File: src/rtl/sn_prot_if.sv
// Protocol register bus between the UART protocol master and its register-file responder.
// 7-bit address, 8-bit data, single enable strobe qualifying a read or write.
interface sn_prot_if;
    logic       prot_enable;
    logic       prot_r0w1;
    logic [6:0] prot_addr;
    logic [7:0] prot_wdata;
    logic [7:0] prot_rdata;

    modport master (
        output prot_enable,
        output prot_r0w1,
        output prot_addr,
        output prot_wdata,
        input  prot_rdata
    );

    modport slave (
        input  prot_enable,
        input  prot_r0w1,
        input  prot_addr,
        input  prot_wdata,
        output prot_rdata
    );
endinterface

File: src/rtl/sn_prot_regfile.sv
// Protocol register file: staging registers, input commit, timestep sequencer, spike counters.
// Optional build macro SN_PROT_STEP_TIMEOUT_EN adds a per-step watchdog on net_step_done.
module sn_prot_regfile #(
    parameter int P_NUM_INPUTS   = 23,
    parameter int P_NUM_OUTPUTS  = 3,
    parameter int P_TS_WIDTH     = 16,
    parameter int P_STEP_TIMEOUT = 1000
) (
    input  logic                              clk,
    input  logic                              rst,
    sn_prot_if.slave                          prot,
    output logic                              net_in_we_o,
    output logic [$clog2(P_NUM_INPUTS+1)-1:0] net_in_addr_o,
    output logic [23:0]                       net_in_data_o,
    output logic                              net_step_o,
    input  logic                              net_step_done_i,
    input  logic [P_NUM_OUTPUTS-1:0]          net_out_spike_i,
    output logic                              busy_o
);
    localparam int AW = $clog2(P_NUM_INPUTS + 1);
    localparam logic [P_TS_WIDTH-1:0] TS_ZERO = {P_TS_WIDTH{1'b0}};
    localparam logic [P_TS_WIDTH-1:0] TS_ONE  = {{(P_TS_WIDTH-1){1'b0}}, 1'b1};

    typedef enum logic [1:0] {
        S_IDLE = 2'd0,
        S_STEP = 2'd1,
        S_WAIT = 2'd2
    } state_e;

    state_e                  state_q;
    logic [P_TS_WIDTH-1:0]   ts_max_q;
    logic [P_TS_WIDTH-1:0]   ts_cur_q;
    logic [15:0]             in_addr_q;
    logic [23:0]             in_data_q;
    logic [7:0]              out_sel_q;
    logic [7:0]              cnt_q [P_NUM_OUTPUTS];
    logic                    done_q;
    logic                    timeout_q;
    logic                    net_step_q;
    logic                    net_in_we_q;
    logic [AW-1:0]           net_in_addr_q;
    logic [23:0]             net_in_data_q;
    logic [7:0]              rdata_s;
    logic [7:0]              cnt_sel_s;
    logic [P_TS_WIDTH-1:0]   ts_next_s;

`ifdef SN_PROT_STEP_TIMEOUT_EN
    localparam int TW = $clog2(P_STEP_TIMEOUT + 1);
    logic [TW-1:0]           tmo_q;
`endif

    wire wr_s     = prot.prot_enable & prot.prot_r0w1;
    wire start_s  = wr_s && (prot.prot_addr == 7'd0) && (prot.prot_wdata == 8'h01);
    wire abort_s  = wr_s && (prot.prot_addr == 7'd0) && (prot.prot_wdata == 8'h00);
    wire commit_s = wr_s && (prot.prot_addr == 7'd5) && prot.prot_wdata[0];
    wire addr_ok_s = (in_addr_q != 16'd0) && (in_addr_q <= 16'(P_NUM_INPUTS));

    assign ts_next_s     = ts_cur_q + TS_ONE;
    assign busy_o        = (state_q != S_IDLE);
    assign net_step_o    = net_step_q;
    assign net_in_we_o   = net_in_we_q;
    assign net_in_addr_o = net_in_addr_q;
    assign net_in_data_o = net_in_data_q;

    // Staging registers written directly from the bus; accepted even while running
    always_ff @(posedge clk or posedge rst) begin
        if (rst) begin
            ts_max_q  <= TS_ZERO;
            in_addr_q <= 16'd0;
            in_data_q <= 24'd0;
            out_sel_q <= 8'd0;
        end else if (wr_s) begin
            case (prot.prot_addr)
                7'd3:    ts_max_q[P_TS_WIDTH-1:8] <= prot.prot_wdata[P_TS_WIDTH-9:0];
                7'd4:    ts_max_q[7:0]            <= prot.prot_wdata;
                7'd6:    in_addr_q[15:8]          <= prot.prot_wdata;
                7'd7:    in_addr_q[7:0]           <= prot.prot_wdata;
                7'd9:    in_data_q[23:16]         <= prot.prot_wdata;
                7'd10:   in_data_q[15:8]          <= prot.prot_wdata;
                7'd11:   in_data_q[7:0]           <= prot.prot_wdata;
                7'd12:   out_sel_q                <= prot.prot_wdata;
                default: ;
            endcase
        end
    end

    // Commit strobe: one cycle, only from idle with an in-range 1-based input address
    always_ff @(posedge clk or posedge rst) begin
        if (rst) begin
            net_in_we_q   <= 1'b0;
            net_in_addr_q <= {AW{1'b0}};
            net_in_data_q <= 24'd0;
        end else begin
            net_in_we_q <= 1'b0;
            if (commit_s && (state_q == S_IDLE) && addr_ok_s) begin
                net_in_we_q   <= 1'b1;
                net_in_addr_q <= in_addr_q[AW-1:0];
                net_in_data_q <= in_data_q;
            end
        end
    end

    // Timestep sequencer with spike counters and status flags
    always_ff @(posedge clk or posedge rst) begin
        if (rst) begin
            state_q    <= S_IDLE;
            net_step_q <= 1'b0;
            ts_cur_q   <= TS_ZERO;
            done_q     <= 1'b0;
            timeout_q  <= 1'b0;
            for (int i = 0; i < P_NUM_OUTPUTS; i++) cnt_q[i] <= 8'd0;
`ifdef SN_PROT_STEP_TIMEOUT_EN
            tmo_q      <= {TW{1'b0}};
`endif
        end else begin
            net_step_q <= 1'b0;
            case (state_q)
                S_IDLE: begin
                    if (start_s) begin
                        ts_cur_q  <= TS_ZERO;
                        timeout_q <= 1'b0;
                        for (int i = 0; i < P_NUM_OUTPUTS; i++) cnt_q[i] <= 8'd0;
                        if (ts_max_q == TS_ZERO) begin
                            done_q <= 1'b1;
                        end else begin
                            done_q     <= 1'b0;
                            state_q    <= S_STEP;
                            net_step_q <= 1'b1;
                        end
                    end
                end
                S_STEP: begin
                    if (abort_s) begin
                        state_q <= S_IDLE;
                    end else begin
                        state_q <= S_WAIT;
`ifdef SN_PROT_STEP_TIMEOUT_EN
                        tmo_q   <= {TW{1'b0}};
`endif
                    end
                end
                S_WAIT: begin
                    // abort wins over a coincident done so the late step is not counted
                    if (abort_s) begin
                        state_q <= S_IDLE;
                    end else if (net_step_done_i) begin
                        for (int i = 0; i < P_NUM_OUTPUTS; i++) begin
                            if (net_out_spike_i[i] && (cnt_q[i] != 8'hFF)) cnt_q[i] <= cnt_q[i] + 8'd1;
                        end
                        ts_cur_q <= ts_next_s;
                        if (ts_next_s == ts_max_q) begin
                            done_q  <= 1'b1;
                            state_q <= S_IDLE;
                        end else begin
                            state_q    <= S_STEP;
                            net_step_q <= 1'b1;
                        end
`ifdef SN_PROT_STEP_TIMEOUT_EN
                    end else if (tmo_q == TW'(P_STEP_TIMEOUT - 1)) begin
                        timeout_q <= 1'b1;
                        state_q   <= S_IDLE;
                    end else begin
                        tmo_q <= tmo_q + {{(TW-1){1'b0}}, 1'b1};
`endif
                    end
                end
                default: state_q <= S_IDLE;
            endcase
        end
    end

    // Zero-latency read mux; out-of-range OUT_SEL reads as zero
    always_comb begin
        cnt_sel_s = 8'h00;
        for (int i = 0; i < P_NUM_OUTPUTS; i++) begin
            cnt_sel_s = (out_sel_q == 8'(i)) ? cnt_q[i] : cnt_sel_s;
        end
        case (prot.prot_addr)
            7'd0:    rdata_s = {7'd0, busy_o};
            7'd1:    rdata_s = {6'd0, timeout_q, done_q};
            7'd3:    rdata_s = 8'(ts_max_q >> 8);
            7'd4:    rdata_s = ts_max_q[7:0];
            7'd6:    rdata_s = in_addr_q[15:8];
            7'd7:    rdata_s = in_addr_q[7:0];
            7'd9:    rdata_s = in_data_q[23:16];
            7'd10:   rdata_s = in_data_q[15:8];
            7'd11:   rdata_s = in_data_q[7:0];
            7'd12:   rdata_s = out_sel_q;
            7'd13:   rdata_s = cnt_sel_s;
            7'd14:   rdata_s = 8'(ts_cur_q >> 8);
            7'd15:   rdata_s = ts_cur_q[7:0];
            default: rdata_s = 8'h00;
        endcase
    end

    assign prot.prot_rdata = rdata_s;
endmodule

File: src/flat_wrapper.sv
// flat-port wrapper written by rule: the top's interface ports become plain ports
module sn_prot_regfile_flat 
#(
    parameter int P_NUM_INPUTS   = 23,
    parameter int P_NUM_OUTPUTS  = 3,
    parameter int P_TS_WIDTH     = 16,
    parameter int P_STEP_TIMEOUT = 1000
)
  (clk, rst, net_in_we_o, net_in_addr_o, net_in_data_o, net_step_o, net_step_done_i, net_out_spike_i, busy_o, prot_prot_enable, prot_prot_r0w1, prot_prot_addr, prot_prot_wdata, prot_prot_rdata);
  sn_prot_if prot_i ();
  input  logic clk;
  input  logic rst;
  output logic net_in_we_o;
  output logic [$clog2(P_NUM_INPUTS+1)-1:0] net_in_addr_o;
  output logic [23:0] net_in_data_o;
  output logic net_step_o;
  input  logic net_step_done_i;
  input  logic [P_NUM_OUTPUTS-1:0] net_out_spike_i;
  output logic busy_o;
  input wire logic [$bits(prot_i.prot_enable)-1:0] prot_prot_enable;
  input wire logic [$bits(prot_i.prot_r0w1)-1:0] prot_prot_r0w1;
  input wire logic [$bits(prot_i.prot_addr)-1:0] prot_prot_addr;
  input wire logic [$bits(prot_i.prot_wdata)-1:0] prot_prot_wdata;
  output wire logic [$bits(prot_i.prot_rdata)-1:0] prot_prot_rdata;
  assign prot_i.prot_enable = prot_prot_enable;
  assign prot_i.prot_r0w1 = prot_prot_r0w1;
  assign prot_i.prot_addr = prot_prot_addr;
  assign prot_i.prot_wdata = prot_prot_wdata;
  assign prot_prot_rdata = prot_i.prot_rdata;
  sn_prot_regfile #(.P_NUM_INPUTS(P_NUM_INPUTS), .P_NUM_OUTPUTS(P_NUM_OUTPUTS), .P_TS_WIDTH(P_TS_WIDTH), .P_STEP_TIMEOUT(P_STEP_TIMEOUT)) u_core (.clk(clk), .rst(rst), .prot(prot_i), .net_in_we_o(net_in_we_o), .net_in_addr_o(net_in_addr_o), .net_in_data_o(net_in_data_o), .net_step_o(net_step_o), .net_step_done_i(net_step_done_i), .net_out_spike_i(net_out_spike_i), .busy_o(busy_o));
endmodule
File: config.mk
export PLATFORM = sky130hd
export DESIGN_NAME = sn_prot_regfile_flat
export DESIGN_NICKNAME = d
export VERILOG_FILES = /design/src/rtl/sn_prot_if.sv /design/src/rtl/sn_prot_regfile.sv /design/src/flat_wrapper.sv
export SDC_FILE = /design/constraint.sdc
export NUM_CORES = 1
export LEC_CHECK = 0
export ABC_AREA = 1
export CAP_MARGIN = 10
export CORE_MARGIN = 2
export CORE_UTILIZATION = 50
export DETAILED_ROUTE_END_ITERATION = 6
export PLACE_DENSITY_LB_ADDON = 0.3
export SLEW_MARGIN = 10
export SYNTH_ARGS = -nofsm -noshare
export SYNTH_HDL_FRONTEND = slang
export SYNTH_SLANG_ARGS = --single-unit
File: constraint.sdc
create_clock -name clk -period 5.9 [get_ports clk]
set_input_delay 0.59 -clock clk [delete_from_list [all_inputs] [get_ports clk]]
set_output_delay 0.59 -clock clk [all_outputs]
set_load 0.01 [all_outputs]
# Word level (Yosys, flattened, before mapping)
# Cells that the tools add are included.
dict set report totals {
  ff_bits 138
  in_bits 23
  output_inout_bits 40
  elab_cells 123
}
dict set report op_classes {
  add_sub_neg 4
  magnitude_cmp 1
  n_eq_ne 31
  mux 35
  n_bitwise 1
  reduce_logical 33
}
# op count
set ops {}
lappend ops {{$pmux W8 S13} 1}
lappend ops {{$mux W24} 3}
lappend ops {{$eq A7 B4 Y1 const B} 7}
lappend ops {{$mux W16} 3}
lappend ops {{$mux W8} 6}
lappend ops {{$pmux W24 S2} 1}
lappend ops {{$pmux W16 S2} 1}
lappend ops {{$eq A7 B3 Y1 const B} 4}
lappend ops {{$add A8 B1 Y8 const B} 3}
lappend ops {{$ne A8 B8 Y1 const B} 3}
lappend ops {{$reduce_and A5 Y1} 4}
lappend ops {{$add A16 B1 Y16 const B} 1}
lappend ops {{$eq A16 B16 Y1} 1}
lappend ops {{$eq A8 B1 Y1 const B} 2}
lappend ops {{$le A16 B5 Y1 const B} 1}
lappend ops {{$logic_not A16 Y1} 1}
lappend ops {{$logic_not A8 Y1} 2}
lappend ops {{$reduce_and A2 Y1} 8}
lappend ops {{$reduce_bool A16 Y1} 1}
lappend ops {{$mux W1} 12}
lappend ops {{$logic_and A1 B1 Y1} 11}
lappend ops {{$mux W2} 5}
lappend ops {{$ne A2 B1 Y1 const B} 5}
lappend ops {{$eq A8 B2 Y1 const B} 1}
lappend ops {{14 further kinds} 18}

# Logic depth before layout (Yosys ltp)
# Gate-level depths: netlist of the first run.
dict set report logic_depth {
  depth_word 6
  ltp_mapped 15
  depth_no_buf 15
}

# Worst setup path before layout of the first run
# No wires, ideal clock.
dict set report synth_timing {
  path_kind {in2out}
  startpoint {input prot_prot_addr[5]}
  endpoint {output prot_prot_rdata[4]}
  t_arrival_ns 1.663
  required_time_ns 5.310
  path_slack_ns 3.647
  path_stages 9
  path_buffers 0
  cell_sequence {nor2_1 > nand2_1 > nor2_1 > inv_1 > nor2_1 > nand2_1 > o221ai_1 > a211oi_1 > nand3_1}
}
dict set report synth_between {
  elab_chain_cells 2
  elab_cells_between_ends 14
  classes_between {eq/ne: 12; mux: 1; reduce/logical: 1}
}
# item line_no
set synth_rtl {}
lappend synth_rtl {{from (decl)} flat_wrapper.sv:22} ;# input wire logic [$bits(prot_i.prot_addr)-1:0] prot_prot_addr;
lappend synth_rtl {{$eq A7 B4 Y1, or another cell as far along} sn_prot_regfile.sv:178} ;# case (prot.prot_addr)
lappend synth_rtl {{$pmux W8 S13 (*)} sn_prot_regfile.sv:178}
lappend synth_rtl {{to (decl)} flat_wrapper.sv:24} ;# output wire logic [$bits(prot_i.prot_rdata)-1:0] prot_prot_rdata;
# Mark *: on every way between the ends. The rest lies on a longest branch, timed or not.

# Worst setup path in the final report of the first run
dict set report layout_timing {
  startpoint {input prot_prot_addr[5]}
  endpoint {output prot_prot_rdata[3]}
}
# The elaborated chain is that of the path after synthesis.

==> flow_summary.toml, run 1 <==
[worst_setup_path]
rr_startpoint = "u_core.state_q[0]"
startpoint = "prot_prot_addr[5]"
start_kind = "primary input"
crit_path_end_kind = "output port"
critPathKind = "in -> out"
crit_arrival_ns = 3.05
path_max_fanout = 6
cp.required_ns = 5.31

[synth]
synth_top_family_by_area = "simple AND/OR/NAND/NOR gates"
synth.avg_cell_area_um2 = 7.89
synthCells = 912
synth_simple_gate_area_share_pct = 27.2
seq_area_frac_synth_pct = 48.0
synth_compound_area_share_pct = 14.9
synth-edff-count = 0
yosys_warnings = 0
synth-adder-area-share_pct = 0.695
ys_types = 40
syn_area_um2 = 7200
synthMuxAreaShare_pct = 0
ys_ff_latch = 138
synthArstFlopShare_pct = 100
synth_nets = 939
synth-main-ff-cell = "dfrtp_1"
synth_xor_xnor_area_share_pct = 2.14

[final_layout]
final_common_cell = "nand2_1"
n_antenna_cell = 0
nets = 1000
num-fill-cells = 1272
final_area_um2 = 8540
drive_gt1_share_pct = 7.31
layout_common_cells = "nand2_1, dfrtp_1, inv_1"
syn2layout_area_growth_pct = 18.7

[timing]
slew_violations = 0
setup_viol = 0
hold_viol = 0
tightest_slew_ns = 0.804
period_needed_ns = 3.64
rsz0062_at_grt = "false"
fin_tns_setup_ns = 0
clock.fmax_mhz = 274
relSlewSlack_pct = 46.4
finalCritPeriodShare_pct = 61.8
clock_skew_ns = 0.00630

[grt]
gr-usage-met1_pct = 42.2
grt.total_usage_pct = 29.9
grt_util_met3_pct = 6.46
grt_overflow = 0
grt_pass1_vias = 6136
busiest_layer = "met2"
antenna_found_initial = 0
met2_usage_pct = 46.8
grt_pass1_wl_mm = 33.9
grt_max_degree = 88

[die]
die_h_um = 124
core_um2 = 14000
start_util_pct = 51.5
dieWidth_um = 124
num_io_pins = 63
dieArea_um2 = 15400
rows = 43

[outcome]
outcome = "completed"

[clocking]
clockRootBuffer = "clkbuf_16"
cts_hold_buf = 0
clk_pin_slew_ns = 0.06
clk_path_buf_depth = 2
clk_latency_ns = 0.43
ctsResizeCount = 0
cts_sinks = 138
postCtsSetupBuffers = 0
numCtsBuffers = 17
cts_tree = "yes"
h-tree-depth = 4

[drt]
finalWirelength_mm = 21.6
drc_errors = 0
wl_per_cell_um = 18.6
drt_iter0_drc = 642
dr.pass1.iters = 6
drtAntennaViolNets = 0
viasPerCell = 5.71
vias = 6647

[pwr]
power_frac_comb_pct = 23.4
seqPwrFrac_pct = 40.3
p_clk_share_pct = 36.3
vdd_drop_max_v = 0.000294
intPower_mw = 1.95
switching_share_pct = 34.3
p_leak_nw = 3.86
power_density_nw_per_um2 = 348
p_sw_mw = 1.02

[worst_hold_path]
holdCritStartpoint = "u_core.net_in_data_o[17]"
hold_path.class = "reg -> reg"

[placed_design]
place.port_buffers = 62
place_congestion = 0.963
place_area_um2 = 7950
dp_hpwl_mm = 16.0

[job]
drv_cap = 0
==> Yosys cell counts (all sizes together) (2+ instances only) <==
| master | instances | share of area, % |
|---|---|---|
| o22ai | 26 | 2.3 |
| nor3 | 8 | 0.56 |
| nand4 | 25 | 2.3 |
| o21ai | 114 | 8.0 |
| nor2 | 51 | 3.4 |
| xnor2 | 3 | 0.37 |
| o31ai | 2 | 0.21 |
| inv | 105 | 5.5 |
| o21a | 2 | 0.21 |
| nand2 | 291 | 16 |
| clkbuf | 13 | 0.68 |
| nand3 | 55 | 4.2 |
| o221ai | 3 | 0.37 |
| a21oi | 9 | 0.63 |
| a211oi | 3 | 0.31 |
| dfrtp | 138 | 48 |
| xor2 | 12 | 1.5 |
| nor4 | 3 | 0.35 |
| or2 | 8 | 0.70 |
| ha | 4 | 0.70 |
| buf | 10 | 0.99 |
| a221oi | 10 | 1.2 |
| o211ai | 12 | 1.3 |
==> registers in the layout, indices dropped and copies added, names as in the netlist <==
name,cells
u_core.net_in_addr_o,5
u_core.cnt_q,24
u_core.done_q,1
u_core.net_step_o,1
u_core.state_q,2
u_core.net_in_data_o,24
u_core.ts_cur_q,16
u_core.in_data_q,24
u_core.net_in_we_o,1
u_core.out_sel_q,8
u_core.ts_max_q,16
u_core.in_addr_q,16
==> path summary, 6_finish.rpt <==
check | end | cells after the start | slack (ns)
min reg2reg | u_core.net_in_data_o[17] | 2 | 0.47
max reg2reg | u_core.net_in_data_o[6] | 8 | 3.34
max | prot_prot_rdata[3] | 11 | 2.26
min | u_core.net_in_data_o[17] | 2 | 0.47
max in group asynchronous | u_core.net_in_data_o[14] | 3 | 4.07
min in group asynchronous | u_core.net_in_addr_o[1] | 2 | 0.67
==> power groups by stage <==
stage | Clock (mW) | Combinational [mW] | Sequential (mW)
after floorplan | 0 | 0.510 | 1.16
after global placement | 0 | 0.674 | 1.21
after detailed placement | 0 | 0.685 | 1.20
after CTS | 1.09 | 0.688 | 1.19
after global routing | 1.13 | 0.784 | 1.20
final | 1.08 | 0.696 | 1.20
==> critical path, cell delays in order <==
cell and delay, ns:
clkdlybuf4s50_1 0.40, nor2_1 0.13, nand2_1 0.14, nor2_1 0.22
inv_1 0.08, nor2_1 0.29, inv_1 0.22, o22ai_1 0.21
a221oi_1 0.08, nand4_1 0.14, clkdlybuf4s50_1 0.55
==> per-stage QoR <==
step	hold WS [ns]	instances	util (%)	power, mW	setup WS, ns
finish	0.475	1165	61.1	2.97	2.26
global route	0.500	1165	61.1	3.12	2.08
CTS	0.480	1165	61.1	2.97	2.26
detailed placement	0.464	1134	56.8	1.89	2.30
global placement	0.461	1134	56.8	1.88	2.35
floorplan	0.442	912	-	1.67	1.61
==> cell type report <==
cell class	count	area (µm²)	share of cell area, %
clock buffer	20	447	5.23
inverter	105	399	4.67
multi-input combinational	646	3230	37.8
tap	180	225	2.64
sequential	138	3450	40.4
clock inverter	11	145	1.70
timing repair buffer	65	643	7.53
==> per-layer routing <==
metal | up-vias | part of all wire, %
li1 | 3161 | -
met1 | 3175 | 45
met2 | 280 | 46
met3 | 31 | 7.2
met4 | 0 | 1.8
met5 | - | 0
==> kinds of logic (layout without fill, tap and decap cells) <==
kind of cell,count (synthesis),in the layout
compound gates,184,184
xor+xnor,16,16
fa+ha+maj,4,4
buf+inv,128,201
flops,138,138
simple gates,442,442
(Power assumes the default switching activity.)
==> run 2: changes to the inputs <==
clock period = 3 ns   (was 5.9 ns; I/O delays follow)
==> run 2 against run 1 <==
Against the previous run:
- cell count grew 1.2%
- clock-buffer cell count up 1
- sequential share of layout area shrank 0.73 points
- worst hold slack worse by 0.11 ns
- cell area rose by 1.8%
- combinational power grew 100%
- first-iteration DRC count grew 14%
==> flow_summary.toml, run 2 (synthesis gave the netlist of run 1 again) <==
[die]
start_util_pct = 51.5
num_io_pins = 63
die_h_um = 124
rows = 43
dieArea_um2 = 15400
core_um2 = 14000
dieWidth_um = 124

[timing]
clock_skew_ns = 0.00858
setup_viol = 0
clock.fmax_mhz = 354
rsz0062_at_grt = "false"
finalCritPeriodShare_pct = 94.2
hold_viol = 0
layout_setup_ws_ns = 0.175
relSlewSlack_pct = 46.6
period_needed_ns = 2.82
fin_tns_setup_ns = 0
fin_hold_ws_ns = 0.365
slew_violations = 0
tightest_slew_ns = 0.801

[grt]
grt_pass1_wl_mm = 34.4
grt.total_usage_pct = 30.4
antenna_found_initial = 0
grt_max_degree = 139
grt_pass1_vias = 6369
grt_overflow = 0

[job]
drv_cap = 0

[drt]
wl_per_cell_um = 18.3
drt_iter0_drc = 731
dr.pass1.iters = 5
drtAntennaViolNets = 0
wl_met1_mm = 9.42
drc_errors = 0
viasPerCell = 5.65
wl_met2_mm = 9.69
top_layer_used = "met4"
met3_length_mm = 1.80
vias = 6666
finalWirelength_mm = 21.6

[pwr]
p_leak_nw = 3.94
power_density_nw_per_um2 = 685
vdd_drop_max_v = 0.000412

[worst_setup_path]
critPathKind = "in -> out"
cp.required_ns = 2.70
path_max_fanout = 7
crit_path_end_kind = "output port"
start_kind = "primary input"
crit_arrival_ns = 2.52

[worst_hold_path]
hold_path.class = "in -> async"

[clocking]
numCtsBuffers = 17
clk_latency_ns = 0.43
clk_pin_slew_ns = 0.06
cts_tree = "yes"
h-tree-depth = 4
cts_sinks = 138
clk_path_buf_depth = 2
clockRootBuffer = "clkbuf_16"

[placed_design]
pre_cts_slack_ns = 0.120
place.port_buffers = 62
place_inst = 1147
place_congestion = 0.959
dp_hpwl_mm = 15.8

[final_layout]
instances_no_fill = 1179
final_common_cell = "nand2_1"
final_util_pct = 62.2
layout_common_cells = "nand2_1, dfrtp_1, inv_1"
syn2layout_area_growth_pct = 20.9
drive_gt1_share_pct = 9.11
n_antenna_cell = 0
nets = 1014

[outcome]
outcome = "completed"
## run 2: cell types whose count changed in the layout (fill, tap and decap cells not counted), sizes merged
| cell | change |
|---|---|
| inv | -1 |
| buf | +14 |
| clkbuf | +1 |
## run 2: worst paths after layout
check / depth (start not counted) / slack [ns] / start / endpoint
hold reg to reg: 2 / 0.48 / u_core.net_in_data_o[15] / u_core.net_in_data_o[15]
setup / recovery: 12 / 0.18 / prot_prot_addr[5] / prot_prot_rdata[4]
setup reg to reg: 8 / 0.74 / u_core.state_q[1] / u_core.net_in_data_o[21]
hold / removal: 3 / 0.37 / rst / u_core.net_in_addr_o[1]
min in group clk: 2 / 0.48 / u_core.net_in_data_o[15] / u_core.net_in_data_o[15]
max in group asynchronous: 3 / 1.98 / rst / u_core.ts_cur_q[10]
## run 2: what timing repair did
item,in CTS,in global routing
hold buffers,0,0
endpoints found under the setup margin,0,8
gates resized for setup,0,4
setup buffers,0,1
## run 2: final cells by class
type,count,area [µm²]
clock buffer,21,470
sequential,138,3450
clock inverter,10,141
timing repair buffer,79,773
inverter,105,398
fill,1245,5290
multi-input combinational,646,3240
tap,180,225
## run 2: through the flow
| stage | power [mW] | cell area, µm² |
|---|---|---|
| finish | 5.96 | 8700 |
| global route | 6.26 | 8700 |
| CTS | 5.95 | 8680 |
| detailed placement | 3.76 | 8070 |
| global placement | 3.73 | 8070 |
| floorplan | 3.28 | 7200 |
## run 2: power breakdown
part / switching, mW / total (mW) / internal [mW]
combinational: 0.944 / 1.42 / 0.478
sequential: 0.276 / 2.35 / 2.08
clock: 0.818 / 2.19 / 1.37
## run 2: critical path, stage by stage
cell and delay, ns:
clkdlybuf4s50_1 0.40, nor2_1 0.11, nand2_1 0.16, nor2_1 0.24, inv_1 0.12, nor2_1 0.14
buf_4 0.18, nand2_1 0.07, o221ai_1 0.08, a211oi_1 0.07, nand3_1 0.10, clkdlybuf4s50_1 0.55
## run 2: per-layer routing
metal | vias to the layer above | global-route usage (%)
met5 | - | 0
met4 | 0 | 11.9
met3 | 53 | 8.70
met2 | 274 | 46.0
met1 | 3146 | 41.4
li1 | 3193 | -
==> patch 1, RTL diff (config.mk and constraints of run 1) <==
Register the inputs `net_step_done_i` and `net_out_spike_i` before use, cleared by the reset. The logic sees them one clock later. The other inputs are not delayed to match.
--- a/src/rtl/sn_prot_regfile.sv
+++ b/src/rtl/sn_prot_regfile.sv
@@ -29,2 +29,15 @@
 
+    logic net_step_done_q;
+    logic [P_NUM_OUTPUTS-1:0] net_out_spike_q;
+
+    always_ff @(posedge clk or posedge rst) begin
+        if (rst) begin
+            net_step_done_q <= '0;
+            net_out_spike_q <= '0;
+        end else begin
+            net_step_done_q <= net_step_done_i;
+            net_out_spike_q <= net_out_spike_i;
+        end
+    end
+
     state_e                  state_q;
@@ -145,5 +158,5 @@
                         state_q <= S_IDLE;
-                    end else if (net_step_done_i) begin
+                    end else if (net_step_done_q) begin
                         for (int i = 0; i < P_NUM_OUTPUTS; i++) begin
-                            if (net_out_spike_i[i] && (cnt_q[i] != 8'hFF)) cnt_q[i] <= cnt_q[i] + 8'd1;
+                            if (net_out_spike_q[i] && (cnt_q[i] != 8'hFF)) cnt_q[i] <= cnt_q[i] + 8'd1;
                         end
Behaviour: not the same (Yosys sat finds a counterexample within 10 cycles, from zero or initial values and one cycle with rst high).
==> patch 1 against run 1 <==
  * Via count down 0.30%
  * Register-to-register slack better by 180 ps
  * Cell area up 0.25%
  * Wire length down 3.5%
  * Non-clock buffer count unchanged
  * Count of clock-buffer cells in the layout unchanged
  * Area after synthesis up 0.71%
  * Setup slack worse by 180 ps
  * Synthesized cell count up 1.3%
  * Sequential cell count up 4
  * Die area up 0.69%
  * Clock skew up 1.8 ps
Power is not compared: it rests on default switching activity, and its combinational part moved more than twofold at a synthesized area within 25%.
==> patch 1: results (changes against run 1) <==
Worst setup path
  • Critical Path AT: 3230 ps (+180 ps)
  • Reg2Reg Depth: 9 (+1)
  • Crit-path leading delay family: buffers and inverters
  • Crit-path max FO: 7 (+1)
  • Worst-path cell with the longest stage delay: clkdlybuf4s50_1

Synth
  • Area contributors post-synth: dfrtp_1 (49%), nand2_1 (15%), o21ai_0 (5.9%)
  • Post-Synth Adder-Cell Area: 0.690% (-0.0049 points)
  • Register area share after synthesis: 49.0% (+1.0 points)
  • Async SR Flop Fraction: 100% (unchanged)
  • Synth Area in XOR/XNOR: 2.00% (-0.14 points)
  • Synth Area in Compound Gates: 13.9% (-0.92 points)
  • Top FF cell, synth: dfrtp_1
  • Mapped Avg Cell Area: 7.85 µm² (-0.60%)
  • Net Count, Synth: 951 (+1.3%)
  • Top cells by count, synth: nand2_1 (288), dfrtp_1 (142), inv_1 (96), o21ai_0 (86), nand3_1 (70)
  • Mux contribution to synthesized area: 0% (unchanged)
  • Distinct cells, synth: 44 (+10%)

Layout
  • Storage element area: 3550 µm² (+2.9%)
  • Antenna diode count: 0 (unchanged)
  • Layout cells sized above 1: 5.72% (-1.6 points)
  • Nets@finish: 1011 (+1.1%)
  • Fill count: 1277 (+0.39%)
  • Layout Cells excl Fill: 1181 (+1.4%)

Place
  • Placed cell area: 8020 µm² (+0.80%)
  • Buffers on Ports: 62 (unchanged)
  • Detailed placer's ending HPWL: 15000 µm (-6.2%)
  • Gp weighted congestion: 0.932 (-3.2%)
  • Post-Place Setup Slack: 2170 ps (-123 ps)
  • Placed Cells: 1149 (+1.3%)

Global routing
  • Number of global-route vias before repair: 6220 (+1.4%)
  • Initial antenna violation count: 0 (unchanged)
  • First-pass GRT wire length: 33800 µm (-0.47%)
  • All-Layer GR Usage: 27.9% (-2.0 points)
  • Pin count of the biggest net entering global routing: 88 (unchanged)

Pwr
  • Leakage: 4.17 nW
  • Max VDD drop: 0.000188 V

CTS
  • Number of buffers created by CTS: 17 (unchanged)
  • Post-CTS setup buffer count: 0 (unchanged)
  • CTS resizes: 0 (unchanged)
  • Root Buffer: clkbuf_16
  • Clk Latency, worst-skew pair: 430 ps (about the same)
  • Maximum buffer depth of the clock tree: 2 (unchanged)
  • Clock transition at the registers of the reported paths: 60 ps (about the same)

Min path
  • Worst hold path type: reg2reg
  • Worst Hold Depth: 2 (unchanged)

Routing
  • Via density: 5.61 (-1.7%)
  • Final WL: 20900 µm (-3.5%)
  • 1st-iter DRT viols: 630 (-1.9%)
  • DR pass1 iterations: 5 (-1)

STA
  • Slew @ Worst Pin: 772 ps (-31.5 ps)
  • Worst Skew: 8.11 ps (+1.80 ps)

Run status
  • Status: finished, final reports clean
-- patch 1: cell types whose count changed in the layout (fill, tap and decap cells not counted), moves of 4 or more --
cell     change
nor4_1       +4
inv_1        -5
nand3_1     +21
nor2_4       -5
o21ai_1     -11
or2_2        -6
nand3_2      -4
o21ai_0      -8
a21oi_1      +5
dfrtp_1      +4
nor2_1      +11
-- patch 1: path summary, 6_finish.rpt --
| path | startpoint | endpoint | slack (ps) |
|---|---|---|---|
| max | prot_prot_addr[5] | prot_prot_rdata[2] | 2080 |
| min in group asynchronous | rst | u_core.net_in_addr_o[0] | 670 |
| min | u_core.net_in_data_o[21] | u_core.net_in_data_o[21] | 480 |
| max in group asynchronous | rst | u_core.cnt_q[4] | 3990 |
| max reg2reg | u_core.state_q[0] | u_core.net_in_data_o[15] | 3520 |
| min reg2reg | u_core.net_in_data_o[21] | u_core.net_in_data_o[21] | 480 |
-- patch 1: layout make-up --
cell class              instances  share of cell area (%)
well taps                     184                    2.69
multi-input cells             656                    37.4
repair buffers                 65                    7.51
clock inverters                12                    1.31
inverters                     102                    4.53
flip-flops and latches        142                    41.5
clock buffers                  20                    5.10
-- patch 1: power by group --
part | total, mW | switching (mW) | internal (mW)
Combinational | 0.130 | 0.0862 | 0.0435
Clock | 1.02 | 0.437 | 0.583
Sequential | 1.02 | 0.0276 | 0.997
-- patch 1: metal layers --
| metal | vias up | track usage [%] | wire length (µm) |
|---|---|---|---|
| met5 | - | 0 | 0 |
| met4 | 0 | 10.2 | 577 |
| met3 | 47 | 5.28 | 1560 |
| met2 | 287 | 41.1 | 9300 |
| met1 | 3092 | 41.3 | 9440 |
| li1 | 3201 | - | - |
-- patch 1: worst min-delay path: stages, from the launching register on --
cell and delay, ps:
dfrtp_1 340, nand2_1 60, nand2_1 50
==> patch 2, RTL diff (settings of run 1) <==
Without the edit above. The option `SN_PROT_STEP_TIMEOUT_EN` is turned on by a define.
--- a/src/rtl/sn_prot_regfile.sv
+++ b/src/rtl/sn_prot_regfile.sv
@@ -2,2 +2,4 @@
 // Optional build macro SN_PROT_STEP_TIMEOUT_EN adds a per-step watchdog on net_step_done.
+`define SN_PROT_STEP_TIMEOUT_EN
+
 module sn_prot_regfile #(
Behaviour: no difference found for any inputs over 4 cycles, from zero or initial values and one cycle with rst high; that may be too few to reach the edited logic, so the function may still have changed.
==> patch 2 against run 1 <==
  * Sequential cell count grew 11
  * Setup slack worse by 86 ps
  * Area after synthesis grew 8.8%
  * Total power down 4.3%
  * Cell area grew 8.0%
  * Count of clock-buffer cells in the layout fell by 2
  * Fmax is 2.3% lower
  * Register-to-register slack lost 190 ps
  * Wire length up 3.3%
  * Non-clock buffer count did not move
  * Highest routed layer unchanged
==> patch 2: results (changes against run 1) <==
CTS
  • Root Buffer: clkbuf_16

Synth
  • Area contributors post-synth: dfrtp_1 (48%), nand2_1 (14%), o21ai_0 (6.1%)
  • Net Count, Synth: 1021 (+8.7%)
  • Register area share after synthesis: 47.6% (-0.35 points)
  • Distinct cells, synth: 38 (-5.0%)
  • Top cells by count, synth: nand2_1 (285), dfrtp_1 (149), inv_1 (96), o21ai_0 (95), nand3_1 (60)

Layout
  • Fill count: 1373 (+7.9%)
  • Layout cells sized above 1: 6.48% (-0.82 points)
  • Nets@finish: 1079 (+7.9%)

Global routing
  • First-pass GRT wire length: 36000 µm (+5.9%)
  • Number of global-route vias before repair: 6690 (+9.0%)
  • Pin count of the biggest net entering global routing: 107 (+22%)
  • All-Layer GR Usage: 28.2% (-1.7 points)

Worst setup path
  • Crit-path max FO: 5 (-1)
  • Worst-path cell with the longest stage delay: nor4_1
  • Critical path's largest stage delay: 680 ps (+130 ps)
  • Crit path launch: u_core.out_sel_q[2]
  • R2R Setup Slk: 3150 ps (-190 ps)
  • Worst reg2reg path endpoint: u_core.cnt_q[19]
  • Critical Path AT: 3140 ps (+90 ps)
  • Reg2Reg Depth: 9 (+1)

Routing
  • Highest routed metal layer: met4
  • DR pass1 iterations: 5 (-1)
  • DR WL met2: 10200 µm (+1.8%)
  • M1 WL: 9850 µm (+1.9%)
  • Routed len/inst: 17.5 µm (-5.6%)
  • Via density: 5.67 (-0.56%)
  • 1st-iter DRT viols: 801 (+25%)
  • Met3 routed WL: 1760 µm (+12%)

Min path
  • Hold path start: u_core.net_in_data_o[10]
  • Hold path endpoint: u_core.net_in_data_o[10]
  • Worst Hold Depth: 2 (unchanged)

Pwr
  • Max VDD drop: 0.000335 V (+14%)
  • Leakage: 4.04 nW (+4.6%)
  • Pint: 1.95 mW (about the same)

Place
  • Gp weighted congestion: 1.03 (+7.0%)
  • Detailed placer's ending HPWL: 16200 µm (+1.7%)

STA
  • Worst Skew: 6.30 ps (-0.00133 ps)
  • Slew @ Worst Pin: 1020 ps (+220 ps)

Run status
  • Status: finished, final reports clean
[patch 2: worst reg2reg max path, delay by kind of cell (launching register included)]
family                 cells  cell delay, ps
buffers and inverters      3             650
DFF                        1             360
and+or+nand+nor            5            1350
AOI/OAI and AO/OA          1             280
[patch 2: final cells by class]
| type | instances | area share (%) |
|---|---|---|
| Clock inverter | 14 | 2.03 |
| Multi-Input combinational cell | 707 | 38.4 |
| Sequential cell | 149 | 40.4 |
| Inverter | 111 | 4.57 |
| Tap cell | 211 | 2.86 |
| Clock buffer | 18 | 4.76 |
| Timing Repair Buffer | 65 | 6.97 |
[patch 2: kinds of logic after synthesis]
family,after synthesis,synth area share (%)
buf+inv,137,7.16
simple gates,465,25.6
compound gates,210,15.6
fa+ha+maj,5,0.799
flops,149,47.6
xor+xnor,27,3.20
[patch 2: power groups by stage]
stage,Clock [mW],Combinational [mW],Sequential (mW)
2_1_floorplan,0,0.342,1.20
3_3_place_gp,0,0.458,1.23
3_5_place_dp,0,0.465,1.23
4_1_cts,1.16,0.467,1.21
5_1_grt,1.21,0.533,1.23
6_report,1.16,0.472,1.21
[patch 2: per-stage QoR]
stage	instance area [µm²]	worst slack [ps]	std cells	power (mW)	hold WS, ps
final	9220	2170	1275	2.85	480
after global routing	9220	2000	1275	2.97	505
after CTS	9220	2180	1275	2.84	483
after detailed placement	8600	2320	1243	1.69	464
after global placement	8600	2360	1243	1.68	463
after floorplan	7830	1300	993	1.54	453
[patch 2: routing by layer]
| layer | up-vias | GRT usage (%) |
|---|---|---|
| met5 | - | 0 |
| met4 | 0 | 9.02 |
| met3 | 46 | 6.32 |
| met2 | 284 | 43.2 |
| met1 | 3447 | 40.1 |
| li1 | 3457 | - |
